**config.mk**
```make
export PLATFORM = sky130hd
export DESIGN_NAME = seven_segment_scanner
export DESIGN_NICKNAME = d
export VERILOG_FILES = /design/src/rtl/seven_segment_scanner.sv
export SDC_FILE = /design/constraint.sdc
export NUM_CORES = 1
export LEC_CHECK = 0
export CAP_MARGIN = 20
export CELL_PAD_IN_SITES_DETAIL_PLACEMENT = 1
export CELL_PAD_IN_SITES_GLOBAL_PLACEMENT = 2
export CORE_MARGIN = 1
export CORE_UTILIZATION = 35
export CTS_CLUSTER_DIAMETER = 50
export DETAILED_ROUTE_END_ITERATION = 10
export PLACE_DENSITY = 0.69
export SLEW_MARGIN = 25
export SYNTH_ARGS = -nofsm -noshare
export SYNTH_HDL_FRONTEND = slang
export SYNTH_SLANG_ARGS = --single-unit
```
**constraint.sdc**
```tcl
create_clock -name clk -period 4.8 [get_ports clk]
set_clock_uncertainty 0.2 [all_clocks]
set_input_delay 1.2 -clock clk [delete_from_list [all_inputs] [get_ports clk]]
set_output_delay 1.2 -clock clk [all_outputs]
set_load 0.02 [all_outputs]
```
**src/rtl/seven_segment_scanner.sv**
```systemverilog
// Time-multiplexed driver for a 4-digit seven-segment display. Each digit slot
// opens with an all-dark interval, and new data is shown only from a frame boundary.
module seven_segment_scanner #(
  parameter int DIGIT_CYCLES = 50000,
  parameter int BLANK_CYCLES = 500
) (
  input  logic        clk,
  input  logic        reset,
  input  logic [15:0] value,
  input  logic [3:0]  blank,
  input  logic [3:0]  dp,
  input  logic        load,
  output logic [4:0]  number,
  output logic [3:0]  anode,
  output logic        dp_n,
  output logic        pending,
  output logic        frame_done
);

  localparam int CW = (DIGIT_CYCLES > 1) ? $clog2(DIGIT_CYCLES) : 1;
  localparam logic [CW-1:0] CNT_LAST   = CW'(DIGIT_CYCLES - 1);
  localparam logic [CW-1:0] BLANK_LAST = CW'(BLANK_CYCLES - 1);
  localparam logic [4:0]    NUM_DARK   = 5'h10;

  typedef enum logic {ST_BLANK, ST_SHOW} state_t;

  state_t        state, state_next;
  logic [CW-1:0] cnt;
  logic [1:0]    digit;
  logic          slot_end, frame_end;

  logic [15:0] disp_value, pend_value;
  logic [3:0]  disp_blank, pend_blank;
  logic [3:0]  disp_dp, pend_dp;
  // Set by the first commit: the display stays fully dark until data has been shown.
  logic        shown;

  logic [3:0] anode_d;
  logic [4:0] number_d;
  logic       dp_n_d;

  assign slot_end  = (cnt == CNT_LAST);
  assign frame_end = slot_end && (digit == 2'd3);

  always_ff @(posedge clk or posedge reset) begin
    if (reset) state <= ST_BLANK;
    else       state <= state_next;
  end

  always_comb begin
    state_next = state;
    anode_d    = 4'b1111;
    number_d   = NUM_DARK;
    dp_n_d     = 1'b1;
    case (state)
      ST_BLANK: if (cnt == BLANK_LAST) state_next = ST_SHOW;
      ST_SHOW: begin
        if (slot_end) state_next = ST_BLANK;
        anode_d  = shown ? ~(4'b0001 << digit) : 4'b1111;
        number_d = disp_blank[digit] ? NUM_DARK : {1'b0, disp_value[digit*4 +: 4]};
        dp_n_d   = ~disp_dp[digit];
      end
      default: state_next = ST_BLANK;
    endcase
  end

  always_ff @(posedge clk or posedge reset) begin
    if (reset) begin
      cnt        <= '0;
      digit      <= 2'd0;
      disp_value <= 16'h0000;
      disp_blank <= 4'hF;
      disp_dp    <= 4'h0;
      pend_value <= 16'h0000;
      pend_blank <= 4'h0;
      pend_dp    <= 4'h0;
      pending    <= 1'b0;
      shown      <= 1'b0;
      anode      <= 4'b1111;
      number     <= NUM_DARK;
      dp_n       <= 1'b1;
      frame_done <= 1'b0;
    end else begin
      anode      <= anode_d;
      number     <= number_d;
      dp_n       <= dp_n_d;
      frame_done <= frame_end;

      if (slot_end) begin
        cnt   <= '0;
        digit <= digit + 2'd1;
      end else begin
        cnt <= cnt + 1'b1;
      end

      // Commit reads the pending set held before this edge; a same-cycle load refills it.
      if (frame_end && pending) begin
        disp_value <= pend_value;
        disp_blank <= pend_blank;
        disp_dp    <= pend_dp;
        shown      <= 1'b1;
      end

      if (load) begin
        pend_value <= value;
        pend_blank <= blank;
        pend_dp    <= dp;
        pending    <= 1'b1;
      end else if (frame_end) begin
        pending <= 1'b0;
      end
    end
  end

endmodule

```
# Word-level counts from Yosys, hierarchy flattened
# Index checks and enable logic that the tools add are counted.
[word_totals] ff_bits=80 inputBits=27
[op_classes] addsub=2 n_lt_le_gt_ge=1 n_eq_ne=3 shift=2 mux=15 bitwise_logic=3 reduce_logical=3
[op_table] op="$add 16x1->16 const B" count=1
[op_table] op="$eq 16x16->1 const B" count=1
[op_table] op="$eq 16x9->1 const B" count=1
[op_table] op="$mux 16" count=1
[op_table] op="$shiftx 16x5->4" count=1
[op_table] op="$mux 5" count=2
[op_table] op="$mux 4" count=2
[op_table] op="$mux 1" count=7
[op_table] op="$bmux 1 s2" count=2
[op_table] op="$not 4->4" count=1
[op_table] op="$shl 1x2->4 const A" count=1
[op_table] op="$lt 2x3->1 const B" count=1
[op_table] op="$add 2x1->2 const B" count=1
[op_table] op="$eq 2x2->1 const B" count=1
[op_table] op="$logic_and 1x1->1" count=2
[op_table] op="$not 1->1" count=2
[op_table] op="$pmux 1 s2" count=1
[op_table] op="$reduce_bool 2->1" count=1

# Logic depth before layout (Yosys ltp)
# Gate-level depths: netlist of run 1.
[logic_depth] depth_word=4 mapped_depth=7 depth_no_buf=5

# Worst setup path after synthesis of run 1
# OpenSTA, ideal clock, no wires.
[synth_timing] path_type="input -> register" start="input load" end="register pend_dp[3]" setup_ns=0.125 t_arrival_ns=2.150 path_slack_ns=2.325 path_stages=3 cell_sequence="clkbuf_1 clkbuf_1 mux2_2"
[synth_lines] item="from (decl)" line="12" rtl="input logic load,"
[synth_lines] item="to (signal assigned)" line="107" rtl="pend_dp <= dp;"
[synth_lines] item="to (decl)" line="34" rtl="logic [3:0] disp_dp, pend_dp;"
# No word-level cell between the ends.

# Final worst setup path of run 1
[layout_timing] start="register number[4]" end="output number[4]"
[layout_lines] item="from (decl)" line="13" rtl="output logic [4:0] number,"
[layout_lines] item="from (signal assigned)" line="85" rtl="number <= number_d;"
# No word-level cell between the ends.

==> metrics.txt, run 1 <==
status=completed; Port-buffer cells=38; Worst Path Buf+Inv=1; GRT Util Overall=0.138; mapped cell area=3360 sq um; DRC viols=0; CTS H-tree lvls=3; routability cong.=approximately 0.73; Post-Route Setup TNS=0 ps; min Tclk post-route=2860 ps; Synth top area share=0.521; async set-or-reset flop fraction in the synthesized netlist=1.00; Syn Nets=approximately 260; slew of the pin with the lowest slew margin=598 ps; R2R setup slack=approximately 2200 ps; Final Core Density=0.436; nets=304; clock buffer count from CTS=9; hpwl dp=approximately 4.1 mm; Core Region=between 9000 and 10000 sq um; Synth Flop Type=dfrtp_1; vias=between 1500 and 2000; Relative slew margins=0.602; Routed WL per cell=around 15 microns; CP endpoint kind=output pin; share of cells above drive strength 1=0.290; met1 usage=0.179; Post-CTS Hold Buffers=0; RSZ-0062 raised after global routing=no; met3 Resource Use GR=0.0439; Yosys reg bits=80; count leader, synth=dfrtp_1; max_cap viols=0; final WL=around 5.9 mm; CTS max path bufs=2; initial drt markers=56; max-slew violation count=0; largest area contributor in the netlist=dfrtp_1; Core Rows=35; Hold WC Path Type=reg2reg; initial antenna violation count=0; remaining global-route overflow=0; Yosys warnings=0; Worst path max stage delay=about 600 ps; I/O Pins=39; Clk Latency, worst-skew pair=about 350 ps; clock root cell=clkbuf_8; Worst setup SP type=flop; Final Hold Fails=0; Clock Sinks=80; final period utilization=0.596; CP cell instances=clkdlybuf4s50_1; post-CTS setup buffer count=0; top cells by area, synth=dfrtp_1, mux2_2, dfstp_2, mux2_4, mux4_2; vias in the first global route=approximately 2000; initial cell density of the core=0.362; leakage=between 1.5 and 2 nW; Final setup viols=0; Die X=between 90 and 100 microns; CP max stage cell=clkdlybuf4s50_1; CTS tree=done; post_cts resized=0; register area share after synthesis=0.599; first-pass GRT wire length=just over 10 mm; crit-path max FO=1; setup ws final=1940 ps; post-synthesis cell type count=34; grt met2 use=0.219; critical path's top delay family=buffers and inverters; Detail Route Antenna Nets=0; Post-Syn Area per Cell=about 15 sq um; PD cells=between 300 and 400 nW/um^2; die area=around 10000 sq um; Critical Path AT=about 1500 ps; fmax=0.350 GHz; router iterations before antenna repair=4; Gate Count Post-Synth=approximately 230; Post-Place Setup Slack=roughly 2100 ps; Synth top cells by count=dfrtp_1, mux2_2; Ant. Diodes=0; crit path kind=reg2out; Post-synth EDFFs=0; clk slew on worst S/H paths=approximately 80 ps; chip height=approximately 100 microns; largest net degree at the start of global routing=35; fill count=between 900 and 1000; Area growth syn-to-layout=20.6%; via count normalized by instance count=between 4 and 5; WP data required=~3400 ps; VDD IR max=approximately 120 uV; GR peak layer=met2
## cells in the final DEF (no fill, tap or decap), types with 2 or more instances in the layout
cell type and instances:
dfrtp_1 70, clkdlybuf4s50_1 37, mux2_2 29, clkbuf_8 11, nand3_1 10, xnor2_1 10
mux2_4 10, dfstp_2 10, mux2_1 9, nor2_1 9, inv_1 6, mux4_2 6
ha_1 6, nor2b_1 5, nand2_1 5, nand4_1 4, nor4_1 4, xor2_1 4
buf_4 4, nor3_1 3, clkinvlp_4 3, and3_1 2, nand3b_1 2, o21ai_0 2
## power breakdown
group	internal (mW)	switching, mW
registers	0.694	0.0104
logic	0.0372	0.0241
clock network	0.218	0.247
## cell type report
class	count	area (sq um)	share of cell area
Clock buffer	11	151	0.0374
Clock inverter	5	40.0	0.00988
Inverter	7	27.5	0.00679
Multi-Input combinational cell	131	1250	0.309
Sequential cell	80	2010	0.497
Tap cell	129	161	0.0398
Timing Repair Buffer	42	405	0.100
## registers in the layout, summed over array words and instances, names as in the netlist
signal      flops
pend_value     16
anode           4
frame_done      1
digit           2
disp_blank      4
pend_dp         4
number          5
dp_n            1
state           1
pend_blank      4
shown           1
pending         1
disp_dp         4
disp_value     16
cnt            16
## stage by stage
step,instances,power [mW],cell area [sq um],hold slack (ps)
floorplan,228,0.748,3360,252
global placement,389,0.780,3860,269
detailed placement,389,0.782,3860,272
CTS,405,1.26,4050,293
global route,405,1.29,4050,313
finish,405,1.23,4050,288
## logic make-up after synthesis
logic type | synth area share
DFF | 0.599
AOI/OAI and AO/OA | 0.00708
and+or+nand+nor | 0.0942
muxes | 0.212
buffers and inverters | 0.0283
adders and majority gates | 0.0223
xor gates and xnor gates | 0.0365
## path summary, 6_finish.rpt
check | depth (start not counted) | to | startpoint
setup / recovery | 1 | number[4] | number[4]$_DFF_PP1_
hold / removal | 1 | disp_dp[1]$_DFFE_PP0P_ | disp_dp[1]$_DFFE_PP0P_
setup reg to reg | 5 | disp_dp[2]$_DFFE_PP0P_ | cnt[10]$_DFF_PP0_
hold reg to reg | 1 | disp_dp[1]$_DFFE_PP0P_ | disp_dp[1]$_DFFE_PP0P_
max in group asynchronous | 3 | number[4]$_DFF_PP1_ | reset
min in group asynchronous | 2 | pend_blank[0]$_DFFE_PP0P_ | reset
## metal layers
layer / share of wire / vias to the layer above
met5: 0 / -
met4: 0.016 / 0
met3: 0.037 / 9
met2: 0.49 / 37
met1: 0.46 / 951
li1: - / 888
Power figures use the tool's default switching activity.
==> run 2: changes to the inputs <==
PLACE_DENSITY = 0.72   (was 0.69)
clock period = 2.45 ns   (was 4.8 ns; I/O delays follow)
==> metrics.txt, run 2 (same netlist as run 1, synthesis figures left out) <==
vias in the first global route=2088 (+4.6%); WP data required=2480 ps (-920 ps); hpwl dp=4.19 mm (+1.2%); Hold WC Path Type=reg2reg; Final Hold Fails=0 (unchanged); top flop regs=cnt x16, disp_value x16, pend_value x16; Post-Place Setup Slack=87.9 ps (-2030 ps); vias=1929 (+2.3%); CP max stage cell=or4_4; crit path from=cnt[11]$_DFF_PP0_; CTS max path bufs=2 (unchanged); die area=10000 sq um (unchanged); Area growth syn-to-layout=24.5%; metal3 WL=182 microns (-16%); max_cap viols=0 (unchanged); CTS tree=done; VDD IR max=359 uV (+190%); crit path kind=reg2reg; Critical Path AT=2410 ps (+950 ps); Final setup viols=0 (unchanged); Detail Route Antenna Nets=0 (unchanged); commonest non-fill, non-tap cell in the layout=dfrtp_1; share of cells above drive strength 1=0.310 (+0.0200); Die X=100 microns (unchanged); Routed WL per cell=15.3 microns (+4.6%); initial cell density of the core=0.362 (unchanged); Power Total=2.49 mW (+100%); CP endpoint kind=flop; Port-buffer cells=38 (unchanged); Final Core Density=0.451 (+0.0143); initial antenna violation count=0 (unchanged); I/O Pins=39 (unchanged); crit-path max FO=13 (+12); min Tclk post-route=about 2400 ps; first-pass GRT wire length=10.7 mm (+3.1%); Ant. Diodes=0 (unchanged); Core Rows=35 (unchanged); Clk Latency, worst-skew pair=350 ps (about the same); final period utilization=0.970; routability cong.=0.717 (-1.3%); setup ws final=72.5 ps (-1870 ps); leakage=1.78 nW (+3.6%); Placed Area=3960 sq um (+2.5%); Core Region=9280 sq um (unchanged); final WL=6.31 mm (+6.6%); fmax=about 0.42 GHz; max-slew violation count=0 (unchanged); Metal-1 WL=2.96 mm (+8.3%); slew of the pin with the lowest slew margin=407 ps (-191 ps); met2 WL=3.10 mm (+7.7%); critical path depth in cells=5 (+4); remaining global-route overflow=0 (unchanged); top layer in use=met4; Worst setup endpoint=disp_dp[0]$_DFFE_PP0P_; via count normalized by instance count=4.67 (+0.35%); worst reg2reg path endpoint=disp_dp[0]$_DFFE_PP0P_; Worst setup SP type=flop; CTS H-tree lvls=3 (unchanged); R2R setup slack=70 ps (-2150 ps); most frequent cells in the layout=dfrtp_1, clkdlybuf4s50_1, mux2_2; Clock Sinks=80 (unchanged); PD cells=595 nW/um^2 (+96%); GRT Util Overall=0.142 (+0.00313); Worst path max stage delay=550 ps (-40 ps); Relative slew margins=0.726 (+0.125); router iterations before antenna repair=2 (-2); worst flop-to-flop path startpoint=cnt[11]$_DFF_PP0_; post-route insts no fill=413 (+2.0%); clock buffer count from CTS=9 (unchanged); DRC viols=0 (unchanged); nets=312 (+2.6%); CP cell instances=or4_4 > nor4_4 > and3_2 > buf_12 > mux2_2; clock root cell=clkbuf_8; R2R cell count=5 (unchanged); cell count after placement=396 (+1.8%); largest net degree at the start of global routing=81 (+130%); clk slew on worst S/H paths=80 ps (about the same); Worst Path Buf+Inv=1 (unchanged); initial drt markers=45 (-20%); critical path's top delay family=simple AND/OR/NAND/NOR gates; status=completed; finished layout cell area=4180 sq um (+3.3%); chip height=100 microns (unchanged)
## run 2: cell count changes in the layout (fill, tap and decap cells not counted), moves of 2 or more
| cell | change |
|---|---|
| buf_12 | +3 |
| buf_4 | +4 |
| clkbuf_8 | -2 |
| inv_6 | +2 |
## run 2: per-stage QoR
stage,setup TNS [ps],hold slack [ps]
after floorplan,0,252
after global placement,0,269
after detailed placement,0,275
after CTS,0,296
after global routing,-60.3,315
final,0,293
## run 2: worst min-delay path by stage
stage	endpoint	startpoint	slack (ps)	cells past startpoint
after floorplan	disp_dp[1]$_DFFE_PP0P_	disp_dp[1]$_DFFE_PP0P_	250	1
after global placement	disp_dp[1]$_DFFE_PP0P_	disp_dp[1]$_DFFE_PP0P_	270	1
after detailed placement	disp_dp[1]$_DFFE_PP0P_	disp_dp[1]$_DFFE_PP0P_	270	1
after CTS	disp_dp[1]$_DFFE_PP0P_	disp_dp[1]$_DFFE_PP0P_	300	1
after global routing	disp_value[3]$_DFFE_PP0P_	disp_value[3]$_DFFE_PP0P_	320	1
final	disp_value[2]$_DFFE_PP0P_	disp_value[2]$_DFFE_PP0P_	290	1
## run 2: repair_timing
action,CTS,global route
hold buffers,0,0
endpoints found under the hold margin,0,0
endpoints found under the setup margin,0,5
setup buffers,0,0
gates resized for setup,0,1
## run 2: area by class of cell
type                            count  area (sq um)
Sequential cell                    80          2010
Inverter                            7          30.0
Clock buffer                        9           124
Clock inverter                      7          76.3
Timing Repair Buffer               50           526
Fill cell                         966          5100
Tap cell                          129           161
Multi-Input combinational cell    131          1250
## run 2: power by group
| part | leakage [nW] | switching (mW) | total [mW] | internal, mW |
|---|---|---|---|---|
| logic | 0.679 | 0.0463 | 0.124 | 0.0781 |
| registers | 1.01 | 0.0225 | 1.38 | 1.36 |
| clock network | 0.0966 | 0.503 | 0.983 | 0.480 |
## run 2: layer usage
layer  vias to the layer above  GRT usage
li1                        904          -
met1                       990      0.182
met2                        29      0.228
met3                         6     0.0481
met4                         0     0.0401
met5                         -          0
==> run 3: changes to the inputs <==
CAP_MARGIN = unset   (was 20)
==> results of run 3 <==
Same layout as run 2: the final DEF is identical, and so are final timing and power.
==> edit (flow settings as in run 3) <==
Add an input register stage for `value`, `blank`, `dp` and `load`; this delays them by one clock. Comments in the files are not updated.
--- a/src/rtl/seven_segment_scanner.sv
+++ b/src/rtl/seven_segment_scanner.sv
@@ -23,6 +23,18 @@
   localparam logic [4:0]    NUM_DARK   = 5'h10;
 
   typedef enum logic {ST_BLANK, ST_SHOW} state_t;
+
+  logic [15:0] value_q;
+  logic [3:0] blank_q;
+  logic [3:0] dp_q;
+  logic load_q;
+
+  always_ff @(posedge clk) begin
+    value_q <= value;
+    blank_q <= blank;
+    dp_q    <= dp;
+    load_q  <= load;
+  end
 
   state_t        state, state_next;
   logic [CW-1:0] cnt;
@@ -101,10 +113,10 @@
         shown      <= 1'b1;
       end
 
-      if (load) begin
-        pend_value <= value;
-        pend_blank <= blank;
-        pend_dp    <= dp;
+      if (load_q) begin
+        pend_value <= value_q;
+        pend_blank <= blank_q;
+        pend_dp    <= dp_q;
         pending    <= 1'b1;
       end else if (frame_end) begin
         pending <= 1'b0;
Behaviour: not the same (a bounded check fails within 4 cycles, from zero or initial values and one cycle with reset high).
==> edit against run 3 <==
- worst setup slack improved by 0.086 ns
- critical path depth rose by 1
- core utilization fell by 0.57 points
- design area rose by 16%
- cell count rose by 9.4%
- global-route usage fell by 0.61 points
- sequential cell count rose by 25
- wire length rose by 7.8%
- die area rose by 18%
- area after synthesis rose by 18%
- sequential power rose by 32%
- total power rose by 34%
==> edit: results (changes against run 3) <==
stage;metric;value;unit;change
critical_path;startpoint;cnt[0]$_DFF_PP0_;;
critical_path;cp_data_arrival_time;2.32;ns;-0.09 ns
global_route;grt_pass1_vias;2380;;+14%
sta;maxSlewHeadroom;68.3;%;-4.4 points
clock_network;clkTransAtPathRegs;0.07;ns;
clock_network;ctsRootBufferMaster;clkbuf_16;;
layout;drive_gt1_share;32.4;%;+1.4 points
drt;vias;2130;;+10%
logic_synthesis;synthArstFlopShare;76.2;%;-24 points
critical_path;cp_slowest_cell;dfrtp_1;;
critical_path;rr_worst_depth;6;;+1
critical_path;crit_path_end;disp_value[7]$_DFFE_PP0P_;;
placed_design;place_area;4570;sq um;+15%
logic_synthesis;yosysSeqAreaShare;63.3;%;+3.3 points
layout;nNetsFinal;340;;+9.0%
logic_synthesis;syn-instance-count;258;;+13%
clock_network;cts.repair.resized;0;;unchanged
logic_synthesis;synthesis.nets;291;;+11%
run_status;status;finished, final reports clean;;
min_path;hold_path.startpoint;value_q[12]$_DFF_P_;;
global_route;grt_start_max_net_pins;26;;-68%
placed_design;portBuffers;38;;unchanged
placed_design;place.gp.congestion;0.760;;+6.0%
pwr;p_leak;2.10;nW;+18%
min_path;worstHoldEndpoint;pend_value[12]$_DFFE_PP0P_;;
drt;totalWireLength;6810;um;+7.8%
logic_synthesis;synth_warnings;0;;unchanged
drt;drt_first_pass_iters;4;;+2
global_route;grt_pass1_wl;12100;um;+13%
critical_path;ff2ff_setup_slack;0.16;ns;+0.09 ns
drt;avgRoutedWirePerCell;15.1;um;-1.5%
layout;fillerInstances;1120;;+16%
global_route;antenna_found_initial;0;;unchanged
clock_network;clock_path_buffers;2;;unchanged
placed_design;dp_cells;436;;+10%
clock_network;insertion_delay;0.34;ns;
pwr;vdd_drop_max;0.491;mV;+37%
critical_path;cp_max_fo;9;;-4
critical_path;slowest_delay;0.41;ns;-0.14 ns
logic_synthesis;ys_types;39;;+15%
logic_synthesis;synth_common_cells;70 x dfrtp_1, 30 x mux2_2, 25 x dfxtp_1;;
global_route;grt_util_all_layers;13.5;%;-0.61 points
clock_network;cts_buffers;9;;unchanged
placed_design;post-dp-hpwl;4750;um;+13%
drt;drt_first_iter_violations;57;;+27%
sta;finalWorstSetupSlack;0.158;ns;+0.0855 ns
logic_synthesis;synth_area_leaders;dfrtp_1 44%, dfxtp_1 13%, mux2_2 8.5%;;
-- edit: logic make-up after synthesis --
| group | share of synthesized area (%) |
|---|---|
| AO/OA/AOI/OAI | 0.629 |
| XOR/XNOR | 2.86 |
| adder cells (fa/ha/maj) | 1.89 |
| buffers and inverters | 2.49 |
| flip-flops | 63.3 |
| multiplexers | 19.1 |
| AND/OR/NAND/NOR | 9.79 |
-- edit: area by class of cell --
cell class	count	share of cell area, %
clock buffers	9	4.63
clock inverters	7	1.44
inverters	4	0.386
multi-input cells	138	28.0
flip-flops and latches	105	51.7
well taps	140	3.60
repair buffers	49	10.3
-- edit: critical path: cells and delay by family (launching register included) --
family | cells | cell delay, ns
buffers and inverters | 1 | 0.24
flip-flops | 1 | 0.41
AND/OR/NAND/NOR | 3 | 0.83
multiplexers | 1 | 0.31
adder cells (fa/ha/maj) | 1 | 0.18
-- edit: report_power, final --
group | switching (W) | internal (W) | total [W]
registers | 0.0000276 | 0.00179 | 0.00182
clock network | 0.000676 | 0.000718 | 0.00139
logic | 0.0000500 | 0.0000837 | 0.000134
total | 0.000754 | 0.00259 | 0.00334
-- edit: per-layer routing --
layer	GRT usage (%)	vias up	wire length, um
met2	21.5	32	3230
met3	3.86	6	236
li1	-	996	-
met5	0	-	0
met1	17.9	1096	3250
met4	4.25	0	88
-- edit: stage by stage --
stage	util, %	power, W	hold WS (ns)
after global placement	41.8	0.00199	0.244
after global routing	44.5	0.00349	0.279
after detailed placement	41.8	0.00199	0.246
after CTS	44.5	0.00340	0.263
after floorplan	-	0.00191	0.239
final	44.5	0.00334	0.260
